File: src/rtl/loader_pkg.sv
// rtl/loader_pkg.sv - shared widths and state encoding for the program loader
package loader_pkg;

    localparam int LOADER_ADDR_W = 8;
    localparam int LOADER_DATA_W = 8;

    typedef enum logic [2:0] {
        IDLE = 3'd0,
        LEN  = 3'd1,
        DATA = 3'd2,
        CSUM = 3'd3,
        RUN  = 3'd4,
        ERR  = 3'd5
    } loader_state_t;

endpackage

File: src/rtl/checksum_accumulator.sv
// rtl/checksum_accumulator.sv - modular byte sum, cleared at session start
module checksum_accumulator
    import loader_pkg::*;
#(
    parameter int W = LOADER_DATA_W
) (
    input  logic         clock,
    input  logic         reset,
    input  logic         clear,
    input  logic         enable,
    input  logic [W-1:0] din,
    output logic [W-1:0] sum
);

    // clear wins over enable so a byte arriving with start is dropped
    always_ff @(posedge clock or posedge reset) begin
        if (reset) begin
            sum <= '0;
        end else if (clear) begin
            sum <= '0;
        end else if (enable) begin
            sum <= sum + din;
        end
    end

endmodule

File: src/rtl/program_loader.sv
// rtl/program_loader.sv - streams a length-prefixed, checksummed image into instruction memory
module program_loader
    import loader_pkg::*;
#(
    parameter int ADDR_W = LOADER_ADDR_W,
    parameter int DATA_W = LOADER_DATA_W
) (
    input  logic              clock,
    input  logic              reset,
    input  logic              start,
    input  logic              in_valid,
    input  logic [DATA_W-1:0] in_data,
    output logic              in_ready,
    output logic              imem_we,
    output logic [ADDR_W-1:0] imem_addr,
    output logic [DATA_W-1:0] imem_wdata,
    output logic              cpu_run,
    output logic              busy,
    output logic              error,
    output logic [ADDR_W-1:0] load_count
);

    loader_state_t     state_q;
    loader_state_t     state_d;
    logic [ADDR_W-1:0] len_m1;
    logic [DATA_W-1:0] csum;
    logic              accept;
    logic              last_byte;

    // in_ready depends on state only; start suppresses acceptance instead
    assign in_ready  = (state_q == LEN) || (state_q == DATA) || (state_q == CSUM);
    assign busy      = in_ready;
    assign cpu_run   = (state_q == RUN);
    assign error     = (state_q == ERR);
    assign accept    = in_valid && in_ready && !start;
    // length is stored minus one so a zero length byte naturally means 256
    assign last_byte = (load_count == len_m1);

    checksum_accumulator #(
        .W(DATA_W)
    ) u_csum (
        .clock  (clock),
        .reset  (reset),
        .clear  (start),
        .enable (accept && (state_q == DATA)),
        .din    (in_data),
        .sum    (csum)
    );

    always_ff @(posedge clock or posedge reset) begin
        if (reset) begin
            state_q <= IDLE;
        end else begin
            state_q <= state_d;
        end
    end

    always_comb begin
        state_d = state_q;
        if (start) begin
            state_d = LEN;
        end else if (accept) begin
            case (state_q)
                LEN:     state_d = DATA;
                DATA:    state_d = last_byte ? CSUM : DATA;
                CSUM:    state_d = (in_data == csum) ? RUN : ERR;
                default: state_d = state_q;
            endcase
        end
    end

    always_ff @(posedge clock or posedge reset) begin
        if (reset) begin
            imem_we    <= 1'b0;
            imem_addr  <= '0;
            imem_wdata <= '0;
            load_count <= '0;
            len_m1     <= '0;
        end else begin
            imem_we <= 1'b0;
            if (start) begin
                load_count <= '0;
                len_m1     <= '0;
            end else if (accept) begin
                if (state_q == LEN) begin
                    len_m1 <= ADDR_W'(in_data) - ADDR_W'(1);
                end else if (state_q == DATA) begin
                    imem_we    <= 1'b1;
                    imem_addr  <= load_count;
                    imem_wdata <= in_data;
                    load_count <= load_count + ADDR_W'(1);
                end
            end
        end
    end

endmodule

File: config.mk
export PLATFORM = sky130hd
export DESIGN_NAME = program_loader
export DESIGN_NICKNAME = d
export VERILOG_FILES = /design/src/rtl/loader_pkg.sv /design/src/rtl/checksum_accumulator.sv /design/src/rtl/program_loader.sv
export SDC_FILE = /design/constraint.sdc
export NUM_CORES = 1
export LEC_CHECK = 0
export BUFFER_PORTS_ARGS = -buffer_cell sky130_fd_sc_hd__buf_2
export CAP_MARGIN = 25
export CELL_PAD_IN_SITES_DETAIL_PLACEMENT = 1
export CELL_PAD_IN_SITES_GLOBAL_PLACEMENT = 1
export CORE_UTILIZATION = 40
export CTS_CLUSTER_SIZE = 16
export DETAILED_ROUTE_END_ITERATION = 12
export PLACE_DENSITY = 0.78
export SYNTH_ARGS = -nofsm -noshare
export SYNTH_HDL_FRONTEND = slang
export SYNTH_SLANG_ARGS = --single-unit
File: constraint.sdc
create_clock -name clock -period 2.4 [get_ports clock]
set_clock_uncertainty 0.2 [all_clocks]
set_input_delay 0 -clock clock [delete_from_list [all_inputs] [get_ports clock]]
set_output_delay 0 -clock clock [all_outputs]
set_load 0.03 [all_outputs]
# Word-level counts from Yosys, hierarchy flattened
# Index checks and enable logic that the tools add are counted.
# totals
out_inout_bits	29
reg_bits	44
in_bits	12
word_cells	53
# classes
bitwise	2
n_addsub	3
n_reduce_logical	15
muxes	18
eq_ne	8
# op_table
op	n
8-bit 2-to-1 mux	9
8-bit equality test	2
3-bit case mux with 3 select lines	1
8-bit by 1-bit adder with 8-bit output (second input constant)	1
8-bit adder	1
2-bit nonzero test	4
8-bit by 1-bit subtractor with 8-bit output (second input constant)	1
3-bit by 2-bit equality test with 1-bit output (second input constant)	2
3-bit equality test (second input constant)	2
1-bit 2-to-1 mux	6
3-bit 2-to-1 mux	2
2-bit AND reduction	2
4-bit AND reduction	1
4-bit nonzero test	1
3-bit by 1-bit equality test with 1-bit output (second input constant)	1
1-bit logical AND	3
3-bit AND reduction	1
1-bit logical OR	2
2-bit inequality test (second input constant)	1
1-bit NOT	2
1-bit zero test	1

# Depth between registers and ports, before layout
# Gate-level depths: netlist of run 1.
# logic_depth
ltp_word	8
depth_mapped	7
mapped_depth_nobuf	7

# Hierarchy
# A second synthesis of run 1 with hierarchy kept.
# unflattened
cells_unflattened	226
hier_area_um2	2483.6
# by_module_without_submodules
mod	seq_area_each_um2	cells_each	area_per_inst_um2	instances
program_loader	900.9	159	1835.5	1
checksum_accumulator	200.2	67	648.1	1

# Worst setup path after synthesis of run 1
# Ideal clock, no wire load.
# synth_timing
path_kind	register to register
start	register u_csum.sum[2]
end	register u_csum.sum[7]
setup_time_ns	0.125
path_slack_ns	0.362
t_required_ns	2.075
arrival_time_ns	1.714
path_stages_with_launch	7
period_less_slack_ns	2.038
path_buffers	0
path_cell_list	dfrtp_1 > ha_1 > a21oi_1 > a211oi_1 > nor3_1 > nor3_1 > mux2_2
# synth_between
elab_chain_cells	3
# synth_rtl
item	line_no	source
start, declared	checksum_accumulator.sv:12	output logic [W-1:0] sum
start signal, assigned	checksum_accumulator.sv:22	sum <= sum + din;
8-bit adder	checksum_accumulator.sv:22	
8-bit 2-to-1 mux	checksum_accumulator.sv:21	end else if (enable) begin
8-bit 2-to-1 mux	checksum_accumulator.sv:19	end else if (clear) begin
# No other way between the ends. The select of a mux whose other input is x is not followed.
# A chain may end at the register's enable or synchronous reset.

# Worst setup path after layout of run 1
# layout_timing
start	register state_q[2]
end	register imem_wdata[1]
# layout_between
elab_chain_cells	6
elab_cells_between_ends	9
classes_between	eq/ne (3); bitwise (1); reduce/logical (5)
# layout_rtl
item	line_no	source
start, declared	program_loader.sv:23	loader_state_t state_q;
start signal, assigned	program_loader.sv:54	state_q <= state_d;
3-bit by 1-bit equality test with 1-bit output / 3-bit by 2-bit equality test with 1-bit output (equally long branches)	program_loader.sv:31, program_loader.sv:85, program_loader.sv:87	
1-bit logical OR (2 in series)	program_loader.sv:31	assign in_ready = (state_q == LEN) || (state_q == DATA) || (state_q == CSUM);
1-bit logical AND (2 in series)	program_loader.sv:35	assign accept = in_valid && in_ready && !start;
4-bit AND reduction (no source line) (*)	n/a	
end signal, assigned	program_loader.sv:90	imem_wdata <= in_data;
end, declared	program_loader.sv:16	output logic [DATA_W-1:0] imem_wdata,
# Every way passes the cells marked *; elsewhere a longest branch is shown, timed or not.

==> results.yml, run 1 <==
synth:
  ys_seq_area_share_pct: 47.7
  synth_edf_count: 0
  ys_types: 39
  syn_area_per_cell_um2: 10.5
  synth_area_um2: 2310
  ys_warn_count: 0
  syn_inst: 219
  synth_seq_cells: 44
  yosys_most_used_dff: "dfrtp_1"
  async_flop_share_pct: 100
  syn_nets: 241
route:
  drtPass1Iterations: 4
  drt-initial-drc-count: 59
  avgRoutedWirePerCell_um: 16.3
  via_per_inst: 5.30
  drc: 0
  via_count: 1851
  antenna_left: 0
  drt-total-wl_mm: 5.70
global_route:
  antenna_found_initial: 0
  grt_pass1_wl_mm: 9.72
  grt.overflow.total: 0
  grt_max_degree: 31
  first_global_vias: 1968
  groute.usage.overall_pct: 21.0
power_and_ir_drop:
  power_frac_seq_pct: 50.5
  leakage_nw: 1.37
  sw_frac_of_total_pct: 31.1
  p_comb_share_pct: 23.1
  power_frac_clock_pct: 26.4
  report.power.total_mw: 1.67
  switchingPower_uw: 521
  p_per_area_nw_per_um2: 593
  peakVddDrop_mv: 0.281
  intPower_mw: 1.15
worst_setup_path:
  cpMaxStageDelayCell: "dlygate4sd3_1"
  slowest_delay_ns: 0.56
  worstPathRequired_ns: 2.38
  critical_path.max_fanout: 10
  cp.arrival_ns: 2.28
  worstSetupStartpointType: "flip-flop"
  crit_start: "state_q[2]"
  crit_chain: "nor2b_4 -> nand3b_4 -> nor2_4 -> mux2_2 -> dlygate4sd3_1"
  worstReg2RegStart: "state_q[2]"
  reg2reg_slack_ns: 0.1
  path_class: "flip-flop to flip-flop"
  critPathBufInv: 1
  crit_path_end: "imem_wdata[1]"
  cp_top_family: "simple AND/OR/NAND/NOR gates"
  reg2reg_to: "imem_wdata[1]"
  worstSetupEndpointType: "flip-flop"
  r2r_cells: 5
  cp.depth: 5
place:
  gp_congestion: 0.851
  io_buffers: 40
  hpwl_mm: 4.06
  dp_cells: 328
clock_network:
  postCtsSetupBuffers: 0
  cts_buffer_depth: 2
  htreeDepth: 2
  clk_pin_slew_worst_paths_ns: 0.08
  cts_buffers: 5
  cts.sinks: 44
  root_buffer: "clkbuf_8"
  clk_latency_ns: 0.30
  cts_tree: "yes"
sta:
  hold_ws_ns: 0.307
  worst_pin_slew_ns: 0.413
  maxSlewViolCount: 0
  max_freq_mhz: 434
  finalSetupTns_ns: 0
  post-route-period-util_pct: 95.9
  max_slew_margin_pct: 72.3
  finalSetupViolCount: 0
  finalHoldViolations: 0
  finalCriticalPeriod_ns: 2.30
  rsz0062_at_grt: "false"
die:
  pin_count: 41
  dieArea_um2: 6080
  die_h_um: 78.0
  die_w_um: 78.0
  start_util_pct: 41.7
  num_rows: 27
  core_um2: 5540
finish:
  stdcell_count: 349
  nets: 299
  drive_gt1_share_pct: 26.4
  diodes: 0
  fin_util_pct: 50.9
  syn_to_final_growth_pct: 22.2
run:
  cap_viol_max_count: 0
outcome:
  run_status: "finished clean"
min_path:
  hold_path.class: "flip-flop to flip-flop"
-- power groups by stage --
stage	Sequential [mW]	Clock (mW)	Combinational [mW]
after global routing	0.855	0.485	0.420
after detailed placement	0.861	0	0.357
after floorplan	0.923	0	0.182
final	0.846	0.442	0.386
after global placement	0.855	0	0.349
after CTS	0.846	0.457	0.388
-- synth_stat cells (2+ instances only) --
cell type  count  area (um^2)
dfrtp_1       44         1100
nor2_1        23         86.3
mux2_2        17          191
nand2_1       17         63.8
a21oi_1       16         80.1
xnor2_1       16          140
ha_1           9          113
a211oi_1       8         60.1
nor3_1         6         30.0
nand4_1        5         31.3
o21ai_0        5         25.0
xor2_1         5         43.8
buf_2          3         15.0
buf_4          3         22.5
clkbuf_1       3         11.3
inv_1          3         11.3
nor2b_1        3         18.8
a21o_1         2         15.0
a311oi_1       2         17.5
and3_1         2         12.5
and3b_1        2         17.5
nand2b_1       2         12.5
nand3_1        2         10.0
nand3b_1       2         15.0
nor3b_1        2         15.0
nor4_1         2         12.5
or3_1          2         12.5
or4_1          2         15.0
-- per-layer routing --
metal	up-vias	share of wire, %	GRT usage (%)
met5	-	0	0
met2	40	52	37.5
li1	886	-	-
met4	0	0.89	5.19
met1	919	43	25.7
met3	6	3.8	4.24
-- per-stage QoR --
step	setup slack (ns)	area, um^2
3_5_place_dp	0.211	2600
4_1_cts	0.0294	2820
3_3_place_gp	0.258	2600
5_1_grt	0.0120	2820
6_report	0.0983	2820
2_1_floorplan	0.362	2310
-- worst reg2reg max path: cells and delay by family, from the launching register on --
family | cells | cell delay, ns
mux | 1 | 0.35
flops | 1 | 0.48
simple gates | 3 | 0.61
buf+inv | 1 | 0.56
-- timing repair --
action	4_1_cts	5_1_grt
hold buffers	14	0
setup endpoints to repair	0	2
gates resized for setup	0	1
endpoints found under the hold margin	61	0
-- worst min-delay path by stage --
stage,startpoint,end,cells past startpoint
2_1_floorplan,in_data[0],imem_wdata[0],1
3_3_place_gp,reset,state_q[1],2
3_5_place_dp,reset,state_q[2],2
4_1_cts,imem_addr[1],imem_addr[1],1
5_1_grt,imem_addr[6],imem_addr[6],1
6_report,imem_addr[6],imem_addr[6],1
-- sequential cells by signal, indices dropped and copies added (netlist names) --
signal,cells
imem_we,1
imem_wdata,8
load_count,8
state_q,3
len_m1,8
imem_addr,8
u_csum.sum,8
-- layout make-up --
type / instances / area, um^2
inverters: 3 / 11.3
clock inverters: 1 / 5.00
flip-flops and latches: 44 / 1100
clock buffers: 6 / 72.6
well taps: 72 / 90.1
fillers: 646 / 2720
multi-input cells: 162 / 1150
repair buffers: 61 / 393
-- kinds of logic after synthesis --
group / after synthesis / synth area share (%)
AND/OR/NAND/NOR: 76 / 17.4
flip-flops: 44 / 47.7
AO/OA/AOI/OAI: 38 / 10.2
XOR/XNOR: 21 / 7.96
multiplexers: 17 / 8.29
buffers and inverters: 13 / 2.76
adder cells (fa/ha/maj): 10 / 5.74
-- layout by cell type (no fill, tap or decap), types with 2 or more instances in the layout --
| cell | count |
|---|---|
| dfrtp_1 | 44 |
| buf_2 | 40 |
| nor2_1 | 23 |
| nand2_1 | 17 |
| mux2_2 | 17 |
| xnor2_1 | 16 |
| a21oi_1 | 16 |
| dlygate4sd3_1 | 14 |
| ha_1 | 9 |
| a211oi_1 | 8 |
| buf_4 | 7 |
| nor3_1 | 6 |
| xor2_1 | 5 |
| nand4_1 | 5 |
| o21ai_0 | 5 |
| clkbuf_8 | 5 |
| nor2b_1 | 3 |
| nand2b_1 | 2 |
| nor4_1 | 2 |
| and3b_1 | 2 |
| and3_1 | 2 |
| or3_1 | 2 |
| nand3_1 | 2 |
| inv_1 | 2 |
| nor3b_1 | 2 |
| a21o_1 | 2 |
| or4_1 | 2 |
| nand3b_1 | 2 |
| a311oi_1 | 2 |
No activity file was read; power rests on OpenSTA's default activity.
==> run 2: changes to the inputs <==
- ABC_CLOCK_PERIOD_IN_PS: not set -> 2400
- PLACE_DENSITY: 0.78 -> 0.77
- RECOVER_POWER: not set -> 100
- SYNTH_HIERARCHICAL: not set -> 1
==> run 2 against run 1 <==
  * Total power grew 15%
  * Worst hold slack lost 0.30 ns
  * Final cell count grew 2.6%
  * Sequential share of layout area shrank 1.5 points
  * Worst setup slack gained 0.0067 ns
  * Sequential cell count is the same
  * Routed wire length grew 1.8%
  * Global-route usage shrank 0.91 points
  * Fmax grew 0.29%
  * Die area grew 7.3%
==> results.yml, run 2 <==
worst_setup_path:
  cp.arrival_ns: 2.33
  critical_path.max_fanout: 5
  worstPathRequired_ns: 2.44
  worstSetupStartpointType: "input pin"
  path_class: "input pin to flip-flop"
  worstSetupEndpointType: "flip-flop"
synth:
  muxShareOfSynthArea_pct: 11.6
  synth_top_area_share_pct: 44.3
  synthXorXnorAreaFrac_pct: 11.3
  ys_types: 46
  yosys.area.top_type: "dfrtp_1"
  synthAdderAreaFrac_pct: 5.34
  synth_edf_count: 0
  ys_warn_count: 6
  synth_compound_area_share_pct: 8.51
  syn_area_per_cell_um2: 11.0
  synth_top_family_by_area: "simple AND/OR/NAND/NOR gates"
  synth.most_common_cell: "dfrtp_1"
  synthTopCellsByCount: "dfrtp_1, nor2_1, xor2_1"
  syn_nets: 248
  syn_inst: 226
  synth_area_um2: 2480
  async_flop_share_pct: 100
  ys_seq_area_share_pct: 44.3
  synth_area_leaders: "dfrtp_1, mux2_4, xor2_1, xnor2_1, nor2_1"
  yosys_most_used_dff: "dfrtp_1"
  yosys.area_share.simple_pct: 15.4
  synth_seq_cells: 44
global_route:
  grt_pass1_wl_mm: 9.99
  first_global_vias: 2034
  antenna_found_initial: 0
  grt_max_degree: 35
  groute.usage.overall_pct: 20.0
  grt.overflow.total: 0
route:
  antenna_left: 0
  drt-initial-drc-count: 61
  drc: 0
  drt-total-wl_mm: 5.80
  via_per_inst: 5.43
  drtPass1Iterations: 4
  via_count: 1943
  avgRoutedWirePerCell_um: 16.2
clock_network:
  cts.sinks: 44
  htreeDepth: 2
  clk_latency_ns: 0.30
  root_buffer: "clkbuf_8"
  clk_pin_slew_worst_paths_ns: 0.09
  cts_buffers: 5
  postCtsSetupBuffers: 0
  cts_buffer_depth: 2
  cts_tree: "yes"
die:
  core_um2: 5960
  pin_count: 41
  start_util_pct: 41.7
  num_rows: 28
  die_w_um: 80.8
  die_h_um: 80.8
  dieArea_um2: 6530
power_and_ir_drop:
  peakVddDrop_mv: 0.266
  p_per_area_nw_per_um2: 656
  leakage_nw: 1.33
place:
  gp_congestion: 0.803
  dp_cells: 338
  dpl_cell_area_um2: 2770
  hpwl_mm: 4.09
  io_buffers: 40
finish:
  fillers: 704
  syn_to_final_growth_pct: 18.2
  multi_input_area_um2: 1280
  stdcell_area_um2: 2940
  stdcell_count: 358
  mostFrequentLayoutCell: "dfrtp_1"
  regArea_um2: 1100
  layout_common_cells: "dfrtp_1, clkbuf_1, nor2_1"
  diodes: 0
  drive_gt1_share_pct: 12.7
  fin_util_pct: 49.3
  nets: 304
sta:
  finalCriticalPeriod_ns: 2.30
  finalHoldViolations: 0
  rsz0062_at_grt: "false"
  max_freq_mhz: 436
  finalSetupViolCount: 0
  worst_pin_slew_ns: 0.869
  max_slew_margin_pct: 42.1
  maxSlewViolCount: 0
  finalSetupTns_ns: 0
  post-route-period-util_pct: 95.6
outcome:
  run_status: "finished clean"
min_path:
  hold_path.class: "input pin to async pin"
run:
  cap_viol_max_count: 0
## run 2: repair_timing
action                                  in CTS  in global routing
endpoints found under the setup margin       0                  1
hold buffers                                12                  0
gates resized for setup                      0                  1
endpoints found under the hold margin       63                  0
## run 2: path summary, 6_finish.rpt
| check | from | endpoint | slack [ns] | cells past startpoint |
|---|---|---|---|---|
| worst max register to register | state_q[2] | len_m1[6] | 0.20 | 6 |
| worst max-delay path | in_data[0] | len_m1[6] | 0.10 | 8 |
| max in group asynchronous | reset | load_count[1] | 0.52 | 5 |
| worst min-delay path | reset | u_csum/sum[5] | 0.008 | 3 |
| min in group clock | start | load_count[7] | 0.05 | 3 |
| worst min register to register | imem_addr[4] | imem_addr[4] | 0.29 | 1 |
## run 2: layout make-up
class | count | share of cell area (%)
Sequential cell | 44 | 37.5
Tap cell | 75 | 3.20
Multi-Input combinational cell | 167 | 43.5
Timing Repair Buffer | 60 | 11.2
Clock buffer | 6 | 2.81
Inverter | 4 | 0.512
Clock inverter | 2 | 1.32
## run 2: layer usage
metal / vias to the layer above / GRT usage [%] / routed length, um
met2: 44 / 36.5 / 3040
met4: 0 / 4.82 / 38
met5: - / 0 / 0
met1: 985 / 24.8 / 2460
met3: 5 / 3.03 / 255
li1: 909 / - / -
## run 2: logic make-up after synthesis
group,Yosys count
simple gates,73
flops,44
xor+xnor,32
compound gates,29
mux,23
buf+inv,15
fa+ha+maj,10
## run 2: worst max-delay path, cell delays in order
cell,delay [ns]
dlygate4sd3_1,0.53
buf_2,0.15
inv_1,0.08
ha_1,0.18
nand2_1,0.11
or4_1,0.43
a311oi_2,0.27
dlygate4sd3_1,0.58
## run 2: through the flow
| step | worst slack [ns] | total power [mW] | hold WS (ns) |
|---|---|---|---|
| global route | 0.0192 | 2.04 | 0.0416 |
| global placement | 0.351 | 1.34 | -0.325 |
| CTS | 0.156 | 1.99 | 0.0244 |
| finish | 0.105 | 1.92 | 0.00802 |
| floorplan | 0.202 | 1.22 | -0.384 |
| detailed placement | 0.270 | 1.36 | -0.322 |
## run 2: power by group
| part | total, mW | internal [mW] | switching [mW] | leakage, nW |
|---|---|---|---|---|
| registers | 0.871 | 0.818 | 0.0525 | 0.596 |
| clock network | 0.608 | 0.341 | 0.267 | 0.0614 |
| logic | 0.447 | 0.157 | 0.290 | 0.672 |
| total | 1.92 | 1.32 | 0.609 | 1.33 |
